## src/rtl/hex_parser.sv

```systemverilog
// ASCII-hex to binary parser: accumulates hex digits MSB-first and emits the value on a terminator.
// Optional macro HEX_PARSER_UPPERCASE_EN also accepts 'A'-'F' as digits.
module hex_parser #(
    parameter int NUM_DIGITS = 4,
    parameter int CHAR_SIZE  = 8,
    parameter int DIGIT_SIZE = 4
) (
    input  logic                                 in_clk,
    input  logic                                 in_rst_n,
    input  logic [CHAR_SIZE-1:0]                 in_char,
    input  logic                                 in_char_valid,
    output logic                                 out_char_ready,
    output logic [DIGIT_SIZE*NUM_DIGITS-1:0]     out_value,
    output logic [$clog2(NUM_DIGITS+1)-1:0]      out_num_digits,
    output logic                                 out_error,
    output logic                                 out_value_valid,
    input  logic                                 in_value_ready
);

    localparam int VW = DIGIT_SIZE * NUM_DIGITS;
    localparam int CW = $clog2(NUM_DIGITS + 1);

    typedef enum logic [1:0] {
        S_ACCUM  = 2'd0,
        S_SKIP   = 2'd1,
        S_OUTPUT = 2'd2
    } state_t;

    function automatic logic is_dec(input logic [CHAR_SIZE-1:0] c);
        return (c >= CHAR_SIZE'(8'h30)) && (c <= CHAR_SIZE'(8'h39));
    endfunction

    function automatic logic is_alpha(input logic [CHAR_SIZE-1:0] c);
`ifdef HEX_PARSER_UPPERCASE_EN
        return ((c >= CHAR_SIZE'(8'h61)) && (c <= CHAR_SIZE'(8'h66))) ||
               ((c >= CHAR_SIZE'(8'h41)) && (c <= CHAR_SIZE'(8'h46)));
`else
        return (c >= CHAR_SIZE'(8'h61)) && (c <= CHAR_SIZE'(8'h66));
`endif
    endfunction

    function automatic logic is_term(input logic [CHAR_SIZE-1:0] c);
        return (c == CHAR_SIZE'(8'h0a)) || (c == CHAR_SIZE'(8'h0d)) || (c == CHAR_SIZE'(8'h20));
    endfunction

    // Low nibble of '0'-'9' is the value; 'a'/'A' both have low nibble 1, so letters add 9.
    function automatic logic [DIGIT_SIZE-1:0] digit_val(input logic [CHAR_SIZE-1:0] c);
        return is_dec(c) ? DIGIT_SIZE'(c[3:0]) : DIGIT_SIZE'(c[3:0] + 4'd9);
    endfunction

    state_t                  state_q;
    logic [VW-1:0]           acc_q;
    logic [CW-1:0]           count_q;
    logic                    ovf_q;
    logic                    err_q;
    logic                    valid_q;
    logic                    ready_q;

    logic                    char_fire_s;
    logic                    is_digit_s;
    logic                    is_term_s;
    logic [DIGIT_SIZE-1:0]   digit_s;
    logic                    count_full_s;
    logic [VW-1:0]           acc_d;
    logic [CW-1:0]           count_d;
    logic                    ovf_d;

    assign char_fire_s  = in_char_valid && ready_q;
    assign is_digit_s   = is_dec(in_char) || is_alpha(in_char);
    assign is_term_s    = is_term(in_char);
    assign digit_s      = digit_val(in_char);
    assign count_full_s = (count_q == CW'(NUM_DIGITS));
    assign acc_d        = {acc_q[VW-DIGIT_SIZE-1:0], digit_s};
    assign count_d      = count_full_s ? count_q : count_q + CW'(1);
    assign ovf_d        = ovf_q | count_full_s;

    assign out_char_ready  = ready_q;
    assign out_value       = acc_q;
    assign out_num_digits  = count_q;
    assign out_error       = err_q;
    assign out_value_valid = valid_q;

    // Parser state machine; all outputs come straight from these registers.
    always_ff @(posedge in_clk) begin
        if (!in_rst_n) begin
            state_q <= S_ACCUM;
            acc_q   <= {VW{1'b0}};
            count_q <= {CW{1'b0}};
            ovf_q   <= 1'b0;
            err_q   <= 1'b0;
            valid_q <= 1'b0;
            ready_q <= 1'b1;
        end else begin
            case (state_q)
                S_ACCUM: begin
                    if (char_fire_s) begin
                        if (is_digit_s) begin
                            acc_q   <= acc_d;
                            count_q <= count_d;
                            ovf_q   <= ovf_d;
                        end else if (is_term_s) begin
                            // Empty terminator runs are swallowed without producing a value.
                            if (count_q != {CW{1'b0}}) begin
                                state_q <= S_OUTPUT;
                                err_q   <= ovf_q;
                                valid_q <= 1'b1;
                                ready_q <= 1'b0;
                            end
                        end else begin
                            state_q <= S_SKIP;
                        end
                    end
                end
                S_SKIP: begin
                    if (char_fire_s && is_term_s) begin
                        state_q <= S_OUTPUT;
                        acc_q   <= {VW{1'b0}};
                        count_q <= {CW{1'b0}};
                        err_q   <= 1'b1;
                        valid_q <= 1'b1;
                        ready_q <= 1'b0;
                    end
                end
                S_OUTPUT: begin
                    if (in_value_ready) begin
                        state_q <= S_ACCUM;
                        acc_q   <= {VW{1'b0}};
                        count_q <= {CW{1'b0}};
                        ovf_q   <= 1'b0;
                        err_q   <= 1'b0;
                        valid_q <= 1'b0;
                        ready_q <= 1'b1;
                    end
                end
                default: begin
                    state_q <= S_ACCUM;
                    acc_q   <= {VW{1'b0}};
                    count_q <= {CW{1'b0}};
                    ovf_q   <= 1'b0;
                    err_q   <= 1'b0;
                    valid_q <= 1'b0;
                    ready_q <= 1'b1;
                end
            endcase
        end
    end

endmodule
```

## config.mk

```make
export PLATFORM = sky130hd
export DESIGN_NAME = hex_parser
export DESIGN_NICKNAME = d
export VERILOG_FILES = /design/src/rtl/hex_parser.sv
export SDC_FILE = /design/constraint.sdc
export NUM_CORES = 1
export LEC_CHECK = 0
export CAP_MARGIN = 5
export CORE_MARGIN = 3
export CORE_UTILIZATION = 50
export CTS_BUF_LIST = sky130_fd_sc_hd__clkbuf_4
export CTS_CLUSTER_DIAMETER = 200
export DETAILED_ROUTE_END_ITERATION = 16
export DONT_BUFFER_PORTS = 1
export GPL_ROUTABILITY_DRIVEN = 0
export GPL_TIMING_DRIVEN = 0
export PLACE_DENSITY = 0.73
export SYNTH_ARGS = -nofsm -noshare
export SYNTH_HDL_FRONTEND = slang
export SYNTH_SLANG_ARGS = --single-unit
```

## constraint.sdc

```tcl
create_clock -name in_clk -period 4.4 [get_ports in_clk]
set_clock_uncertainty 0.05 [all_clocks]
set_input_delay 0.44 -clock in_clk [delete_from_list [all_inputs] [get_ports in_clk]]
set_output_delay 0.44 -clock in_clk [all_outputs]
set_load 0.05 [all_outputs]
```

==> results of run 1 <==
[final timing paths]
check              endpoint  slack [ns]  cells after the start
max          out_char_ready        2.01                      5
min              state_q[1]        0.24                      3
max reg2reg  out_char_ready        2.01                      5
min reg2reg           ovf_q        0.44                      2
[cell families (layout without fill, tap and decap cells)]
family                     after synthesis  count (layout)
AOI/OAI and AO/OA                       58              58
and+or+nand+nor                         46              46
DFF                                     25              25
buffers and inverters                   19              23
adders and majority gates                7               7
xor gates and xnor gates                 3               3
muxes                                    3               3
[synth_stat cells, types with 2 or more instances]
| library cell | count | area share [%] |
|---|---|---|
| buf_2 | 6 | 2.1 |
| a21o_1 | 2 | 1.0 |
| nor2_2 | 2 | 0.87 |
| xnor2_1 | 3 | 1.8 |
| ha_1 | 7 | 6.1 |
| inv_1 | 9 | 2.3 |
| nor2_1 | 4 | 1.0 |
| nand4_1 | 4 | 1.7 |
| o21ai_0 | 16 | 5.6 |
| nand3_1 | 14 | 4.9 |
| a21boi_1 | 15 | 7.8 |
| a21oi_2 | 2 | 1.2 |
| o21ai_1 | 3 | 1.0 |
| dfxtp_1 | 25 | 35 |
| clkbuf_1 | 2 | 0.52 |
| and3_1 | 3 | 1.3 |
| a31oi_1 | 5 | 2.2 |
| o21a_1 | 2 | 1.0 |
| nand2_1 | 10 | 2.6 |
| nor2b_1 | 2 | 0.87 |
[worst reg2reg max path, delay by kind of cell (launching register included)]
kind / cells / cell delay (ns)
AND/OR/NAND/NOR: 2 / 0.86
flip-flops: 1 / 0.70
AO/OA/AOI/OAI: 3 / 0.70
[routing by layer]
metal	wire length, µm	vias up	track usage [%]
met5	0	-	0
met1	1390	570	24.8
met2	1530	36	30.9
met3	206	4	6.10
met4	38	0	6.96
li1	-	597	-
[power groups by stage]
stage / Sequential [mW] / Combinational, mW / Clock, mW
after floorplan: 0.263 / 0.0747 / 0
after global placement: 0.264 / 0.0914 / 0
after detailed placement: 0.265 / 0.0934 / 0
after CTS: 0.260 / 0.0939 / 0.104
after global routing: 0.261 / 0.105 / 0.116
final: 0.260 / 0.0948 / 0.102
[flip-flops by register name (all words and copies together) (netlist names)]
| signal | count |
|---|---|
| out_value_valid | 1 |
| out_value | 16 |
| ovf_q | 1 |
| out_num_digits | 3 |
| out_char_ready | 1 |
| out_error | 1 |
| state_q | 2 |
[layout make-up]
| type | count | area, µm² | area share, % |
|---|---|---|---|
| buffer | 10 | 56.3 | 3.75 |
| clock buffer | 3 | 22.5 | 1.50 |
| clock inverter | 1 | 5.00 | 0.333 |
| inverter | 9 | 33.8 | 2.25 |
| multi-input combinational | 117 | 847 | 56.4 |
| sequential | 25 | 500 | 33.3 |
| tap | 30 | 37.5 | 2.50 |
[placed cells by master, fill, tap and decap left out, types with 2 or more instances in the layout]
cell type / instances
a21boi_1: 15
xnor2_1: 3
nor2b_1: 2
inv_1: 9
clkbuf_1: 2
nand3_1: 14
dfxtp_1: 25
nand2_1: 10
nor2_1: 4
o21ai_1: 3
a21o_1: 2
clkbuf_4: 3
buf_2: 6
a31oi_1: 5
nor2_2: 2
nand4_1: 4
o21ai_0: 16
a21oi_2: 2
o21a_1: 2
ha_1: 7
and3_1: 3
==> results.md, run 1 <==
* Worst Path Arrival at 2.57 ns
* Int Power at 0.303 mW
* HP Class: input pin to flip-flop
* Core area at 2610 µm²
* Post-DP HPWL at 2380 µm
* Slew Viols, Final at 0
* Hold_sp: in_value_ready
* Synth cell types at 45
* Syn Inst Count at 161
* Register area share after synthesis at 34.8%
* Max_cap viols at 0
* Clock Sinks at 25
* H-tree Lvls at 1
* Worst path bufs/invs at 0
* Fin nets at 185
* Initial Utilization at 55.0%
* Final WS setup at 2.01 ns
* Crit path max fanout at 5
* Setup tns final at 0 ns
* Critical Path Sink Type: flip-flop
* Combinational power share at 20.8%
* Antenna violations before repair at 0
* Yosys warns at 0
* CTS Buffer Depth at 2
* CP top delay family: simple AND/OR/NAND/NOR gates
* Simple-gate share of the synthesized area at 17.6%
* Syn_area_per_cell at 8.93 µm²
* CP Class: flip-flop to flip-flop
* NetSw at 0.153 mW
* First-pass DRT Iterations at 4
* Total CTS buffers at 3
* Vias/cell at 6.19
* Hold slack at 0.243 ns
* Worst-path clk slew at 0.13 ns
* Die height at 59.6 µm
* PortBufs at 0
* Later-pin clock latency in the skew report at 0.32 ns
* Max_slew headroom at 60.6%
* #FFs+latches synth at 25
* Ant. Diodes at 0
* Syn nets at 180
* Hold Vio Cnt, Final at 0
* Max VDD drop at 0.000250 V
* PostCTS Resize Cnt at 0
* Gr ovfl total at 0
* Final WL at 3160 µm
* DP Area at 1480 µm²
* Dpl ws at 2.03 ns
* Worst r2r src: out_char_ready
* Lkg Pwr at 0.570 nW
* First-pass GRT wire length at 5340 µm
* Post-CTS setup buffers at 0
* Synth Area in Compound Gates at 31.2%
* Top FF cell, synth: dfxtp_1
* Cell Pwr Density at 304 nW/µm²
* Row count at 18
* Switching fraction of total power at 33.6%
* Highest clock rate at 419 MHz
* RSZ-0062 raised after global routing: false
* Final count of negative-setup-slack endpoints at 0
* Fin util at 57.5%
* Hold-fix buffer count after cts at 0
* Fill count at 250
* Critical-path cell list: nand2_1 > a2111oi_4 > a21oi_2 > or4b_4 > o21a_1
* Post-DRT Antenna Nets at 0
* Layout Cells excl Fill at 195
* Worst path max stage delay at 0.70 ns
* Crit-path slowest cell: dfxtp_1
* Avg WL per Cell at 16.2 µm
* Synth Area in Adders at 6.09%
* CTS tree: done
* CTS root buf: clkbuf_4
* Tightest Pin Transition at 0.590 ns
* Number of global-route vias before repair at 1164
* Ports at 34
* CP required at 4.58 ns
* Clock power frac at 22.3%
* Largest net degree at the start of global routing at 15
* Gr usage total at 19.5%
* Total power at 0.456 mW
* Share of power burned in registers at 56.9%
* Clock period minus worst slack at 2.39 ns
* Post-Layout Inst Area at 1500 µm²
* Syn-to-layout area delta at 4.53%
* Number of synthesized flops with an enable pin at 0
* Run status: complete, no violations
* Synth async-reset ratio at 0%
* Mapped cell area at 1440 µm²
* XOR/XNOR Fraction of Synth Area at 1.83%
* Fin crit share at 54.3%
* Share of layout cells above drive strength 1 at 15.2%
* Die Footprint at 3550 µm²
* DRC viols at 0
* Via count at 1207
* Startpoint types: flip-flop
* Post-synthesis mux area share at 2.26%
* Initial DRC Count at 63
* Setup crit start: out_char_ready
* Die width at 59.6 µm
* Placed cells at 191
* Main combinational cell family by area after synthesis: compound AO/OA/AOI/OAI gates
Note: power is estimated with default switching activity, not from simulation.
==> inputs of run 2 (changes only) <==
Clock period 4.4 ns to 2.35 ns, I/O delays scaled along.
==> run 2 against run 1 <==
Effect of this change: worst hold slack worse by 0.20 ns; critical path depth stayed put; wire length stayed put; power is 87% higher; largest power group unchanged.
==> results.md, run 2 (synthesized netlist as in run 1, its figures left out) <==
* Most frequent cells in the layout: dfxtp_1, o21ai_0, a21boi_1
* DRC viols at 0
* Fin crit share at 91.3%
* Worst-path clk slew at 0.13 ns
* Hold path depth at 3
* Total CTS buffers at 3
* PortBufs at 0
* Core area at 2610 µm²
* Max_slew headroom at 60.6%
* Gr ovfl total at 0
* Via count at 1207
* Critical-path cell list: nand2_1 > a2111oi_4 > a21oi_2 > or4b_4 > o21a_1
* CTS Buffer Depth at 2
* Share of layout cells above drive strength 1 at 15.8%
* Hold Vio Cnt, Final at 0
* Critical Path Sink Type: flip-flop
* Most common cell after layout, fill and taps aside: dfxtp_1
* Register-to-Register Path Depth at 5
* CTS tree: done
* Final count of negative-setup-slack endpoints at 0
* Setup tns final at 0 ns
* Crit-path slowest cell: or4b_4
* Max VDD drop at 0.000467 V
* Layout Cells excl Fill at 195
* Worst r2r src: out_char_ready
* Crit path max fanout at 5
* R2R Setup Slk at 0.20 ns
* Worst path max stage delay at 0.57 ns
* Hold slack at 0.0384 ns
* Post-DP HPWL at 2380 µm
* Worst Path Arrival at 2.32 ns
* FF+latch area at 502 µm²
* H-tree Lvls at 1
* Initial Utilization at 55.0%
* Syn-to-layout area delta at 4.61%
* Run status: complete, no violations
* Fin nets at 185
* Multi-input gate area at 847 µm²
* First-pass DRT Iterations at 4
* Die Footprint at 3550 µm²
* Largest net degree at the start of global routing at 15
* Post-CTS setup buffers at 0
* RSZ-0062 raised after global routing: false
* Avg WL per Cell at 16.2 µm
* Fin util at 57.6%
* Later-pin clock latency in the skew report at 0.32 ns
* Placed cells at 191
* Highest clock rate at 466 MHz
* Total power at 0.855 mW
* Die width at 59.6 µm
* Gr usage total at 19.5%
* Startpoint types: flip-flop
* First-pass GRT wire length at 5340 µm
* Max_cap viols at 0
* Ant. Diodes at 0
* Tightest Pin Transition at 0.590 ns
* Antenna violations before repair at 0
* CP required at 2.53 ns
* Number of global-route vias before repair at 1164
* Number of flip-flops in the largest register at 16
* Clock period minus worst slack at 2.15 ns
* HP Class: input pin to flip-flop
* Post-DRT Antenna Nets at 0
* Slew Viols, Final at 0
* CTS root buf: clkbuf_4
* Hold worst-path end: state_q[1]
* Fill count at 249
* Die height at 59.6 µm
* Clock Sinks at 25
* Initial DRC Count at 63
* Ports at 34
* Hold_sp: in_value_ready
* Lkg Pwr at 0.570 nW
* Row count at 18
* Cell Pwr Density at 568 nW/µm²
* Reg-to-reg endpoint: out_char_ready
* Vias/cell at 6.19
* CP Class: flip-flop to flip-flop
* Final WL at 3160 µm
run 2: cell counts in the layout (fill, tap and decap cells not counted):
Identical to the previous run, type by type.
run 2: worst max path at each step:
stage                           endpoint           start
final                     out_char_ready  out_char_ready
after global routing       out_value[12]  out_char_ready
after CTS                 out_char_ready  out_char_ready
after detailed placement  out_char_ready  out_char_ready
after global placement    out_char_ready  out_char_ready
after floorplan           out_char_ready  out_char_ready
run 2: stage by stage:
step | worst slack [ns] | cell area, µm²
floorplan | 0.154 | 1440
global placement | 0.00379 | 1480
detailed placement | -0.0167 | 1480
CTS | 0.210 | 1500
global route | 0.0459 | 1500
finish | 0.204 | 1500
run 2: final cells by class:
class,count,area share [%]
Buffer,10,3.74
Sequential cell,25,33.4
Clock inverter,1,0.333
Multi-Input combinational cell,117,56.3
Inverter,9,2.25
Clock buffer,3,1.50
Tap cell,30,2.50
run 2: power breakdown:
group          internal [mW]  switching [mW]  total [mW]
Clock                 0.0637           0.127       0.191
Combinational         0.0668           0.111       0.178
Sequential             0.437          0.0493       0.487
run 2: critical path: cells and delay by family (launching register included):
kind               cells  cell delay, ns
AOI/OAI and AO/OA      3            0.68
DFF                    1            0.53
and+or+nand+nor        2            0.80
run 2: what timing repair did:
action                     4_1_cts  5_1_grt
setup endpoints to repair        9        0
gates resized for setup          1        0
hold buffers                     0        0
run 2: layer usage:
layer	vias up	wire, µm	global-route usage (%)
met4	0	38	6.96
met1	570	1390	24.8
met5	-	0	0
li1	597	-	-
met2	36	1530	30.9
met3	4	206	6.10
